`src/rtl/out_periph_pkg.sv`:
```
// Shared definitions for the output peripheral: address map, RV32 size codes,
// LCD sequencer states and byte-lane helpers.
package out_periph_pkg;

   localparam logic [7:0] OFF_LEDR     = 8'h00;
   localparam logic [7:0] OFF_LEDG     = 8'h10;
   localparam logic [7:0] OFF_HEX      = 8'h20;
   localparam logic [7:0] OFF_LCD_CTRL = 8'h30;
   localparam logic [7:0] OFF_LCD_STAT = 8'h34;
   localparam logic [7:0] OFF_BLINK    = 8'h38;

   typedef enum logic [2:0] {
      F3_SB  = 3'd0,
      F3_SH  = 3'd1,
      F3_SW  = 3'd2,
      F3_LBU = 3'd4,
      F3_LHU = 3'd5
   } funct3_e;

   // Loads share their size codes with the matching stores.
   localparam logic [2:0] F3_LB = 3'd0;
   localparam logic [2:0] F3_LH = 3'd1;
   localparam logic [2:0] F3_LW = 3'd2;

   typedef enum logic [1:0] {
      LCD_IDLE  = 2'd0,
      LCD_SETUP = 2'd1,
      LCD_PULSE = 2'd2,
      LCD_HOLD  = 2'd3
   } lcd_state_e;

   function automatic logic is_misaligned(input logic [2:0] f3, input logic [1:0] a);
      return ((f3 == F3_SH) && a[0]) || ((f3 == F3_SW) && (a != 2'd0));
   endfunction

   // Bytes touched by a store; misaligned or non-store codes touch nothing.
   function automatic logic [3:0] lane_mask(input logic [2:0] f3, input logic [1:0] a);
      logic [3:0] m;
      case (f3)
         F3_SB:   m = 4'b0001 << a;
         F3_SH:   m = a[0] ? 4'b0000 : (4'b0011 << a);
         F3_SW:   m = (a == 2'd0) ? 4'b1111 : 4'b0000;
         default: m = 4'b0000;
      endcase
      return m;
   endfunction

   function automatic logic [31:0] merge_word(input logic [31:0] old_w,
                                              input logic [31:0] new_w,
                                              input logic [3:0]  lanes);
      logic [31:0] res;
      for (int i = 0; i < 4; i++) begin
         res[8*i +: 8] = lanes[i] ? new_w[8*i +: 8] : old_w[8*i +: 8];
      end
      return res;
   endfunction

endpackage

```
`src/rtl/out_periph_ctrl_lcd_seq.sv`:
```
// LCD write sequencer: latches a command, then walks SETUP/PULSE/HOLD to
// generate the EN strobe, and flags commands that arrive while busy.
module lcd_seq
   import out_periph_pkg::*;
#(
   parameter int SETUP_CYC = 2,
   parameter int PULSE_CYC = 4,
   parameter int HOLD_CYC  = 2
) (
   input  logic        clk,
   input  logic        rst,
   input  logic        req,
   input  logic        byte1_we,
   input  logic [7:0]  data,
   input  logic        rs,
   input  logic        on,
   input  logic        clr_dropped,
   output logic [11:0] lcd,
   output logic        busy,
   output logic        dropped
);

   lcd_state_e  state_r, state_s;
   logic [31:0] cnt_r, cnt_s;
   logic [7:0]  data_r;
   logic        rs_r, on_r, en_r, busy_r, dropped_r;
   logic        accept_s;

   assign accept_s = req && (state_r == LCD_IDLE);

   // Next-state and down-counter; each phase loads its length minus one.
   always_comb begin
      state_s = state_r;
      cnt_s   = cnt_r;
      case (state_r)
         LCD_IDLE: begin
            if (req) begin
               state_s = LCD_SETUP;
               cnt_s   = 32'(SETUP_CYC - 1);
            end else begin
               cnt_s   = 32'd0;
            end
         end
         LCD_SETUP: begin
            if (cnt_r == 32'd0) begin
               state_s = LCD_PULSE;
               cnt_s   = 32'(PULSE_CYC - 1);
            end else begin
               cnt_s   = cnt_r - 32'd1;
            end
         end
         LCD_PULSE: begin
            if (cnt_r == 32'd0) begin
               state_s = LCD_HOLD;
               cnt_s   = 32'(HOLD_CYC - 1);
            end else begin
               cnt_s   = cnt_r - 32'd1;
            end
         end
         LCD_HOLD: begin
            if (cnt_r == 32'd0) begin
               state_s = LCD_IDLE;
               cnt_s   = 32'd0;
            end else begin
               cnt_s   = cnt_r - 32'd1;
            end
         end
         default: begin
            state_s = LCD_IDLE;
            cnt_s   = 32'd0;
         end
      endcase
   end

   // State, strobe and command registers.
   always_ff @(posedge clk) begin
      if (rst) begin
         state_r   <= LCD_IDLE;
         cnt_r     <= 32'd0;
         data_r    <= 8'h00;
         rs_r      <= 1'b0;
         on_r      <= 1'b0;
         en_r      <= 1'b0;
         busy_r    <= 1'b0;
         dropped_r <= 1'b0;
      end else begin
         state_r <= state_s;
         cnt_r   <= cnt_s;
         en_r    <= (state_s == LCD_PULSE);
         busy_r  <= (state_s != LCD_IDLE);
         if (accept_s) begin
            data_r <= data;
            if (byte1_we) begin
               rs_r <= rs;
               on_r <= on;
            end
         end
         if (clr_dropped) begin
            dropped_r <= 1'b0;
         end else if (req && (state_r != LCD_IDLE)) begin
            dropped_r <= 1'b1;
         end
      end
   end

   assign lcd     = {on_r, en_r, rs_r, 1'b0, data_r};
   assign busy    = busy_r;
   assign dropped = dropped_r;

endmodule

```
`src/rtl/out_periph_ctrl.sv`:
```
// Memory-mapped output peripheral: LEDs, blinking seven-segment digits and
// a sequenced LCD port, with byte-lane stores and sign/zero-extending loads.
module out_periph_ctrl
   import out_periph_pkg::*;
#(
   parameter int NUM_HEX   = 8,
   parameter int LEDR_W    = 17,
   parameter int LEDG_W    = 8,
   parameter int LCD_SETUP = 2,
   parameter int LCD_PULSE = 4,
   parameter int LCD_HOLD  = 2,
   parameter int BLINK_DIV = 25000000
) (
   input  logic                   clk_i,
   input  logic                   rst_i,
   input  logic                   st_en_i,
   input  logic [2:0]             funct3_i,
   input  logic [7:0]             addr_i,
   input  logic [31:0]            st_data_i,
   output logic [31:0]            ld_data_o,
   output logic [7*NUM_HEX-1:0]   o_io_hex,
   output logic [LEDR_W-1:0]      o_io_ledr,
   output logic [LEDG_W-1:0]      o_io_ledg,
   output logic [11:0]            o_io_lcd,
   output logic                   lcd_busy_o,
   output logic                   misalign_o
);

   localparam int BW = $clog2(BLINK_DIV);

   logic [LEDR_W-1:0]  ledr_r;
   logic [LEDG_W-1:0]  ledg_r;
   logic [6:0]         hex_r [NUM_HEX];
   logic [NUM_HEX-1:0] blink_mask_r;
   logic [BW-1:0]      blink_cnt_r;
   logic               blink_phase_r;
   logic               misalign_r;

   logic [3:0]         mask_s;
   logic [31:0]        wdata_s;
   logic               sel_ledr_s, sel_ledg_s, sel_hex_s, sel_ctrl_s, sel_stat_s, sel_blink_s;
   logic [15:0]        hex_we_s;
   logic [15:0][7:0]   hex_all_s;
   logic [31:0]        rd_word_s;
   logic [15:0]        rd_half_s;
   logic               lcd_dropped_s;

   assign mask_s  = st_en_i ? lane_mask(funct3_i, addr_i[1:0]) : 4'b0000;
   assign wdata_s = st_data_i << {addr_i[1:0], 3'b000};

   assign sel_ledr_s  = (addr_i[7:2] == OFF_LEDR[7:2]);
   assign sel_ledg_s  = (addr_i[7:2] == OFF_LEDG[7:2]);
   assign sel_hex_s   = (addr_i[7:4] == OFF_HEX[7:4]);
   assign sel_ctrl_s  = (addr_i[7:2] == OFF_LCD_CTRL[7:2]);
   assign sel_stat_s  = (addr_i[7:2] == OFF_LCD_STAT[7:2]);
   assign sel_blink_s = (addr_i[7:2] == OFF_BLINK[7:2]);

   // Digit slot n lives in byte n%4 of hex word n/4.
   assign hex_we_s = sel_hex_s ? (16'(mask_s) << {addr_i[3:2], 2'b00}) : 16'h0000;

   // LED, digit, blink-mask and misalign registers.
   always_ff @(posedge clk_i) begin
      if (rst_i) begin
         ledr_r       <= '0;
         ledg_r       <= '0;
         blink_mask_r <= '0;
         misalign_r   <= 1'b0;
         for (int d = 0; d < NUM_HEX; d++) begin
            hex_r[d] <= 7'h7F;
         end
      end else begin
         misalign_r <= st_en_i && is_misaligned(funct3_i, addr_i[1:0]);
         if (sel_ledr_s) begin
            ledr_r <= LEDR_W'(merge_word(32'(ledr_r), wdata_s, mask_s));
         end
         if (sel_ledg_s) begin
            ledg_r <= LEDG_W'(merge_word(32'(ledg_r), wdata_s, mask_s));
         end
         if (sel_blink_s) begin
            blink_mask_r <= NUM_HEX'(merge_word(32'(blink_mask_r), wdata_s, mask_s));
         end
         for (int d = 0; d < NUM_HEX; d++) begin
            if (hex_we_s[d]) begin
               hex_r[d] <= wdata_s[8*(d%4) +: 7];
            end
         end
      end
   end

   // Free-running blink divider; phase flips each time the count wraps.
   always_ff @(posedge clk_i) begin
      if (rst_i) begin
         blink_cnt_r   <= '0;
         blink_phase_r <= 1'b0;
      end else if (blink_cnt_r == BW'(BLINK_DIV - 1)) begin
         blink_cnt_r   <= '0;
         blink_phase_r <= ~blink_phase_r;
      end else begin
         blink_cnt_r   <= blink_cnt_r + BW'(1);
      end
   end

   for (genvar d = 0; d < NUM_HEX; d++) begin : g_hex_out
      assign o_io_hex[7*d +: 7] = (blink_mask_r[d] && blink_phase_r) ? 7'h7F : hex_r[d];
   end

   lcd_seq #(
      .SETUP_CYC (LCD_SETUP),
      .PULSE_CYC (LCD_PULSE),
      .HOLD_CYC  (LCD_HOLD)
   ) u_lcd_seq (
      .clk         (clk_i),
      .rst         (rst_i),
      .req         (sel_ctrl_s && mask_s[0]),
      .byte1_we    (mask_s[1]),
      .data        (wdata_s[7:0]),
      .rs          (wdata_s[9]),
      .on          (wdata_s[11]),
      .clr_dropped (sel_stat_s && (mask_s != 4'b0000)),
      .lcd         (o_io_lcd),
      .busy        (lcd_busy_o),
      .dropped     (lcd_dropped_s)
   );

   // Read mux and RV32 load extension; reads see stored values, never blanking.
   always_comb begin
      hex_all_s = '0;
      for (int d = 0; d < NUM_HEX; d++) begin
         hex_all_s[d] = {1'b0, hex_r[d]};
      end
      if (sel_ledr_s) begin
         rd_word_s = 32'(ledr_r);
      end else if (sel_ledg_s) begin
         rd_word_s = 32'(ledg_r);
      end else if (sel_hex_s) begin
         rd_word_s = hex_all_s[{addr_i[3:2], 2'b00} +: 4];
      end else if (sel_ctrl_s) begin
         rd_word_s = {20'h00000, o_io_lcd[11], 1'b0, o_io_lcd[9], 1'b0, o_io_lcd[7:0]};
      end else if (sel_stat_s) begin
         rd_word_s = {30'h00000000, lcd_dropped_s, lcd_busy_o};
      end else if (sel_blink_s) begin
         rd_word_s = 32'(blink_mask_r);
      end else begin
         rd_word_s = 32'h0000_0000;
      end
      rd_half_s = 16'(rd_word_s >> {addr_i[1:0], 3'b000});
      case (funct3_i)
         F3_LB:   ld_data_o = {{24{rd_half_s[7]}}, rd_half_s[7:0]};
         F3_LH:   ld_data_o = {{16{rd_half_s[15]}}, rd_half_s};
         F3_LW:   ld_data_o = rd_word_s;
         F3_LBU:  ld_data_o = {24'h000000, rd_half_s[7:0]};
         F3_LHU:  ld_data_o = {16'h0000, rd_half_s};
         default: ld_data_o = 32'h0000_0000;
      endcase
   end

   assign o_io_ledr  = ledr_r;
   assign o_io_ledg  = ledg_r;
   assign misalign_o = misalign_r;

endmodule

```
`config.mk`:
```
export PLATFORM = sky130hd
export DESIGN_NAME = out_periph_ctrl
export DESIGN_NICKNAME = d
export VERILOG_FILES = /design/src/rtl/out_periph_pkg.sv /design/src/rtl/out_periph_ctrl_lcd_seq.sv /design/src/rtl/out_periph_ctrl.sv
export SDC_FILE = /design/constraint.sdc
export NUM_CORES = 1
export LEC_CHECK = 0
export CORE_UTILIZATION = 41
export DETAILED_ROUTE_END_ITERATION = 7
export PLACE_DENSITY = 0.65
export SYNTH_ARGS = -nofsm -noshare
export SYNTH_HDL_FRONTEND = slang
export SYNTH_HIERARCHICAL = 1
export SYNTH_SLANG_ARGS = --single-unit
```
`constraint.sdc`:
```
create_clock -name clk_i -period 2.9 [get_ports clk_i]
set_clock_uncertainty 0.1 [all_clocks]
set_input_delay 0.58 -clock clk_i [delete_from_list [all_inputs] [get_ports clk_i]]
set_output_delay 0.58 -clock clk_i [all_outputs]
set_load 0.01 [all_outputs]
```
# After elaboration in Yosys (flattened, before gate mapping)

Memories as Yosys holds them, arrays and structs flattened.
Cells that the tools add are included.

Memories kept: 1
Output and inout port bits: 127
Bits in writable memories: 56
Input port bits: 46
Word-level logic and storage cells: 152
Register bits after elaboration: 107

Reductions and logical operators: 33
Muxes and demuxes: 64
Bitwise gates (word level): 9
Equal/unequal tests: 14
$add $sub $neg: 2
Shift-type cells: 13

Memory list:

| name  | depth | bits a word | rd ports | clocked after memory_dff | wr ports | RTL line              | source |
|---|---|---|---|---|---|---|---|
| hex_r | 8     | 7           | 8        | 0                        | 8        | out_periph_ctrl.sv:33 | `logic [6:0] hex_r [NUM_HEX];` |

Operators by type and width:

| kind                                                       | number |
|---|---|
| two-way mux 32 bit                                         | 6 |
| case mux 32 bit (5 select lines)                           | 1 |
| case mux 32 bit (4 select lines)                           | 1 |
| two-way mux 7 bit                                          | 16 |
| indexed part select 16 x 5 -> 4 bit                        | 7 |
| logical NOT 32 bit                                         | 1 |
| << shifter 32 x 5 -> 31 bit                                | 1 |
| right shift 32 x 5 -> 16 bit                               | 1 |
| subtractor 32 x 1 -> 32 bit (second input constant)        | 1 |
| two-way mux 1 bit                                          | 27 |
| adder 25 x 1 -> 25 bit (second input constant)             | 1 |
| equality test 25 bit (second input constant)               | 1 |
| two-way mux 8 bit                                          | 3 |
| equality test 6 x 4 -> 1 bit (second input constant)       | 3 |
| indexed part select 16 x 5 -> 4 bit (first input constant) | 1 |
| logical AND 1 bit                                          | 15 |
| two-way mux 12 bit                                         | 1 |
| two-way mux 4 bit                                          | 3 |
| case mux 4 bit (3 select lines)                            | 1 |
| AND reduction 2 bit                                        | 6 |
| two-way mux 2 bit                                          | 4 |
| OR 1 bit                                                   | 8 |
| case mux 2 bit (4 select lines)                            | 1 |
| << shifter 4 x 4 -> 8 bit                                  | 1 |
| 17 further kinds                                           | 24 |

# Depth between registers and ports, before layout

Word-level depth: 10
Gate-level depth with buffers: 11
Mapped depth without buffers: 7

# Hierarchy

The synthesis kept the hierarchy.

Modules (own cells, without submodules):

| module          | seq. area each (µm²) | cells each | area an instance (µm²) | instances |
|---|---|---|---|---|
| out_periph_ctrl | 2882.8               | 816        | 7029.2                 | 1 |
| lcd_seq         | 940.9                | 252        | 2164.6                 | 1 |

# Worst setup path after synthesis

Ideal clock, no wire load.

Kind: input port to output port
Start point: input port addr_i[2]
End point: output port ld_data_o[3]
Slack: 0.007 ns
Stages on the path: 7
Buffers on the path: 2
Arrival: 2.213 ns
Data required time: 2.220 ns
Cells stage by stage: buf_2 -> or3_1 -> nor3_2 -> buf_2 -> a22oi_1 -> a41o_1 -> a311oi_1

Word-level cells in the longest chain between the ends: 9
Elaborated cells on any way between the ends: 14
Those cells by class: 4 x eq/ne; 2 x shift; 7 x mux; 1 x reduce/logical

Ends and longest elaborated chain:

| item                                 | RTL line               | source |
|---|---|---|
| start, declared                      | out_periph_ctrl.sv:18  | `input logic [7:0] addr_i,` |
| equality test 6 x 4 -> 1 bit         | out_periph_ctrl.sv:56  | `assign sel_blink_s = (addr_i[7:2] == OFF_BLINK[7:2]);` |
| two-way mux 8 bit                    | out_periph_ctrl.sv:141 | `end else if (sel_blink_s) begin` |
| two-way mux 8 bit                    | out_periph_ctrl.sv:139 | `end else if (sel_stat_s) begin` |
| two-way mux 12 bit                   | out_periph_ctrl.sv:137 | `end else if (sel_ctrl_s) begin` |
| two-way mux 32 bit                   | out_periph_ctrl.sv:135 | `end else if (sel_hex_s) begin` |
| two-way mux 32 bit                   | out_periph_ctrl.sv:133 | `end else if (sel_ledg_s) begin` |
| two-way mux 32 bit (*)               | out_periph_ctrl.sv:131 | `if (sel_ledr_s) begin` |
| right shift 32 x 5 -> 16 bit         | out_periph_ctrl.sv:146 | `rd_half_s = 16'(rd_word_s >> {addr_i[1:0], 3'b000});` |
| case mux 32 bit (5 select lines) (*) | out_periph_ctrl.sv:147 | `case (funct3_i)` |
| end, declared                        | out_periph_ctrl.sv:20  | `output logic [31:0] ld_data_o,` |

Mark *: on every way between the ends. The rest lies on a longest branch, timed or not.

# Final worst setup path

Start point: input port addr_i[5]
End point: output port ld_data_o[10]

The elaborated chain is that of the path after synthesis.

==> reports/qor.csv <==
stage,metric,value,unit
timing,rsz0062_at_grt,yes,
layout,mostFrequentLayoutCells,"163 x buf_4, 136 x nand2_1, 125 x clkdlybuf4s50_1",
timing,slew_viol_final,0,
worst_setup_path,worstPathArrival,2.52,ns
layout,final_common_cell,buf_4,
hold_path,min_from,u_lcd_seq/cnt_r[7]$_SDFF_PP0_,
cts,root_buffer,clkbuf_16,
yosys,synth_top_family_by_area,simple AND/OR/NAND/NOR gates,
layout,drive_gt1_share,27.0,%
worst_setup_path,cp_data_required_time,2.22,ns
timing,max-slew-margin-rel,62.0,%
pwr,power_frac_comb,18.4,%
global_routing,grt_max_degree,42,
yosys,ys_types,83,
placed_design,dp_hpwl,25400,um
floorplanning,dieHeight,152,um
timing,worst_pin_slew,0.554,ns
floorplanning,ios,173,
floorplanning,core-area,21900,um^2
yosys,yosys_most_used_dff,dfxtp_1,
worst_setup_path,worst-r2r-cell-count,6,
detailed_routing,drt_iter0_drc,705,
pwr,peakVddDrop,0.407,mV
timing,setup_viol,30,
detailed_routing,vias_per_cell,5.61,
global_routing,grt.overflow.total,0,
yosys,synth_top_cell_by_area,dfxtp_1,
floorplanning,fp.dieW,152,um
placed_design,gp_congestion,0.986,
yosys,synth_fp_nets,1117,
run_status,status,"complete, but fails checks",
worst_setup_path,crit_fanout,4,
placed_design,place_area,12100,um^2
global_routing,antenna_found_initial,0,
yosys,async_flop_share,0,%
pwr,pwr_density_cell,430,nW/um^2
worst_setup_path,startpoint_type,primary input,
job,cap_viol_max_count,0,
yosys,avgSynthCellArea,8.61,um^2
yosys,ys_ff_latch,163,
timing,fmax,0.312,GHz
pwr,seqPwrFrac,42.7,%
worst_setup_path,regToRegEndpoint,u_lcd_seq/cnt_r[9]$_SDFF_PP0_,
floorplanning,dieArea,23000,um^2
cts,h-tree-depth,4,
layout,diodes,0,
detailed_routing,dr.pass1.iters,5,
detailed_routing,routed-via-count,9412,
timing,min_period,3.20,ns
timing,period_share,110,%
yosys,synthTopCellsByArea,"dfxtp_1 23%, edfxtp_1 18%, nand2_1 5.7%",
layout,regArea,3820,um^2
worst_setup_path,timing.rr.start,u_lcd_seq/cnt_r[6]$_SDFF_PP0_,
pwr,total_power,0.00580,W
yosys,synthXorXnorAreaFrac,4.48,%
layout,fill_cells,1909,
pwr,clockPowerShare,38.9,%
placed_design,io_buffers,169,
layout,final_area,13500,um^2
timing,hold_viol,0,
cts,clk-insertion-delay-late,0.43,ns
cts,cts_tree,yes,
detailed_routing,wirelength,34300,um
worst_setup_path,cp-end-kind,primary output,
detailed_routing,drc,0,
hold_path,hold_class,reg -> reg,
run_status,violations,negative setup slack,
worst_setup_path,startpoint,addr_i[5],
yosys,synth_compound_area_share,14.3,%
detailed_routing,ant_nets,0,
cts,cts.sinks,163,
global_routing,grt_usage,29.6,%
cts,cts_buffers,17,
hold_path,worstHoldPathCells,2,
floorplanning,start_util,42.0,%
pwr,p_sw,0.00156,W
hold_path,min_delay_worst_endpoint,u_lcd_seq/cnt_r[7]$_SDFF_PP0_,
cts,clockBufferDepth,2,
pwr,p_int,0.00424,W
worst_setup_path,worst-setup-path-type,in -> out,
cts,clk_pin_slew_worst_paths,0.07,ns
yosys,synth_warnings,6,
yosys,synth_top_area_share,23.3,%
timing,worst_slack,-0.303,ns
yosys,yosysSeqAreaShare,41.6,%
global_routing,grt_pass1_wl,50500,um
layout,multi_input_area,5380,um^2
layout,syn_to_final_growth,46.7,%
global_routing,grt_pass1_vias,8951,
yosys,synthSimpleGateAreaFrac,29.2,%
yosys,synthesis.instances,1068,
timing,fin_setup_tns,-4.92,ns
floorplanning,std_cell_rows,54,
pwr,leakagePower,5.51,nW
layout,nets,1435,
yosys,netlist_area,9190,um^2
yosys,muxShareOfSynthArea,5.36,%
worst_setup_path,rrSetupSlack,0.57,ns
yosys,yosys.area_share.adder,0.408,%
yosys,synth_edf_count,56,
pwr,sw_frac_of_total,26.9,%
detailed_routing,wl_per_cell,20.5,um
==> worst max-delay path, cell delays in order <==
cell,delay (ns)
buf_8,0.10
buf_6,0.11
or3_4,0.39
buf_6,0.14
nor3_4,0.23
a221oi_4,0.08
o31a_1,0.41
buf_4,0.17
a21oi_2,0.15
buf_2,0.16
==> worst max-delay path by stage <==
stage,endpoint,depth (start not counted)
finish,ld_data_o[10],10
CTS,ld_data_o[2],9
global placement,ld_data_o[1],10
floorplan,ld_data_o[3],7
global route,ld_data_o[2],9
detailed placement,ld_data_o[1],8
==> power groups by stage <==
stage               logic (W)  registers (W)  clock network [W]
global route          0.00114        0.00248            0.00238
detailed placement   0.000985        0.00252                  0
finish                0.00106        0.00248            0.00226
global placement     0.000984        0.00252                  0
CTS                   0.00103        0.00247            0.00229
floorplan            0.000528        0.00250                  0
==> cells by family (layout without fill, tap and decap cells) <==
family | Yosys count | in the layout
AO/OA/AOI/OAI | 200 | 200
XOR/XNOR | 47 | 47
adder cells (fa/ha/maj) | 3 | 3
buffers and inverters | 93 | 424
flip-flops | 163 | 163
multiplexers | 48 | 48
other | 1 | 1
AND/OR/NAND/NOR | 513 | 513
==> per-stage QoR <==
stage / hold slack (ns) / setup slack, ns / utilization, % / instances
floorplan: 0.336 / 0.00698 / - / 1068
global placement: 0.344 / -1.16 / 55.4 / 1607
detailed placement: 0.349 / -1.16 / 55.4 / 1607
CTS: 0.358 / -0.305 / 60.6 / 1674
global route: 0.390 / -0.320 / 61.6 / 1679
finish: 0.357 / -0.303 / 61.6 / 1679
==> sequential cells by signal, indices dropped and copies added (netlist names), 2 cells and up <==
| register | count |
|---|---|
| blink_mask_r | 8 |
| hex_r | 56 |
| blink_cnt_r | 25 |
| u_lcd_seq/cnt_r | 32 |
| u_lcd_seq/data_r | 8 |
| o_io_ledr | 17 |
| o_io_ledg | 8 |
| u_lcd_seq/state_r | 2 |
==> cells in the mapped netlist, types with 20 or more instances <==
master and n:
dfxtp_1 107, nor4_1 20, xnor2_1 37, nor3_1 33
nand2b_1 66, o21ai_0 40, clkbuf_1 33, nand3_1 41
a21oi_1 60, edfxtp_1 56, mux2i_1 38, nor2_1 98
inv_1 26, nand2_1 140
==> metal layers <==
layer / vias to the layer above / share of wire [%] / GRT usage (%)
met5: - / 0 / 0
met4: 0 / 5.2 / 17.0
met3: 98 / 7.7 / 5.78
met2: 427 / 45 / 46.6
met1: 4464 / 42 / 37.6
li1: 4423 / - / -
==> final cells by class <==
cell class / count / share of cell area [%]
Clock inverter: 8 / 0.455
Tap cell: 280 / 2.60
Inverter: 27 / 0.770
Sequential cell: 163 / 28.4
Clock buffer: 24 / 3.97
Timing Repair Buffer: 365 / 23.9
Multi-Input combinational cell: 812 / 39.9
==> what timing repair did <==
item                       in CTS  in global routing
pin swaps                      43                 26
setup endpoints to repair      32                 39
setup buffers                  35                  7
resized for setup             263                 41
hold buffers                    0                  0
Power figures use the tool's default switching activity.
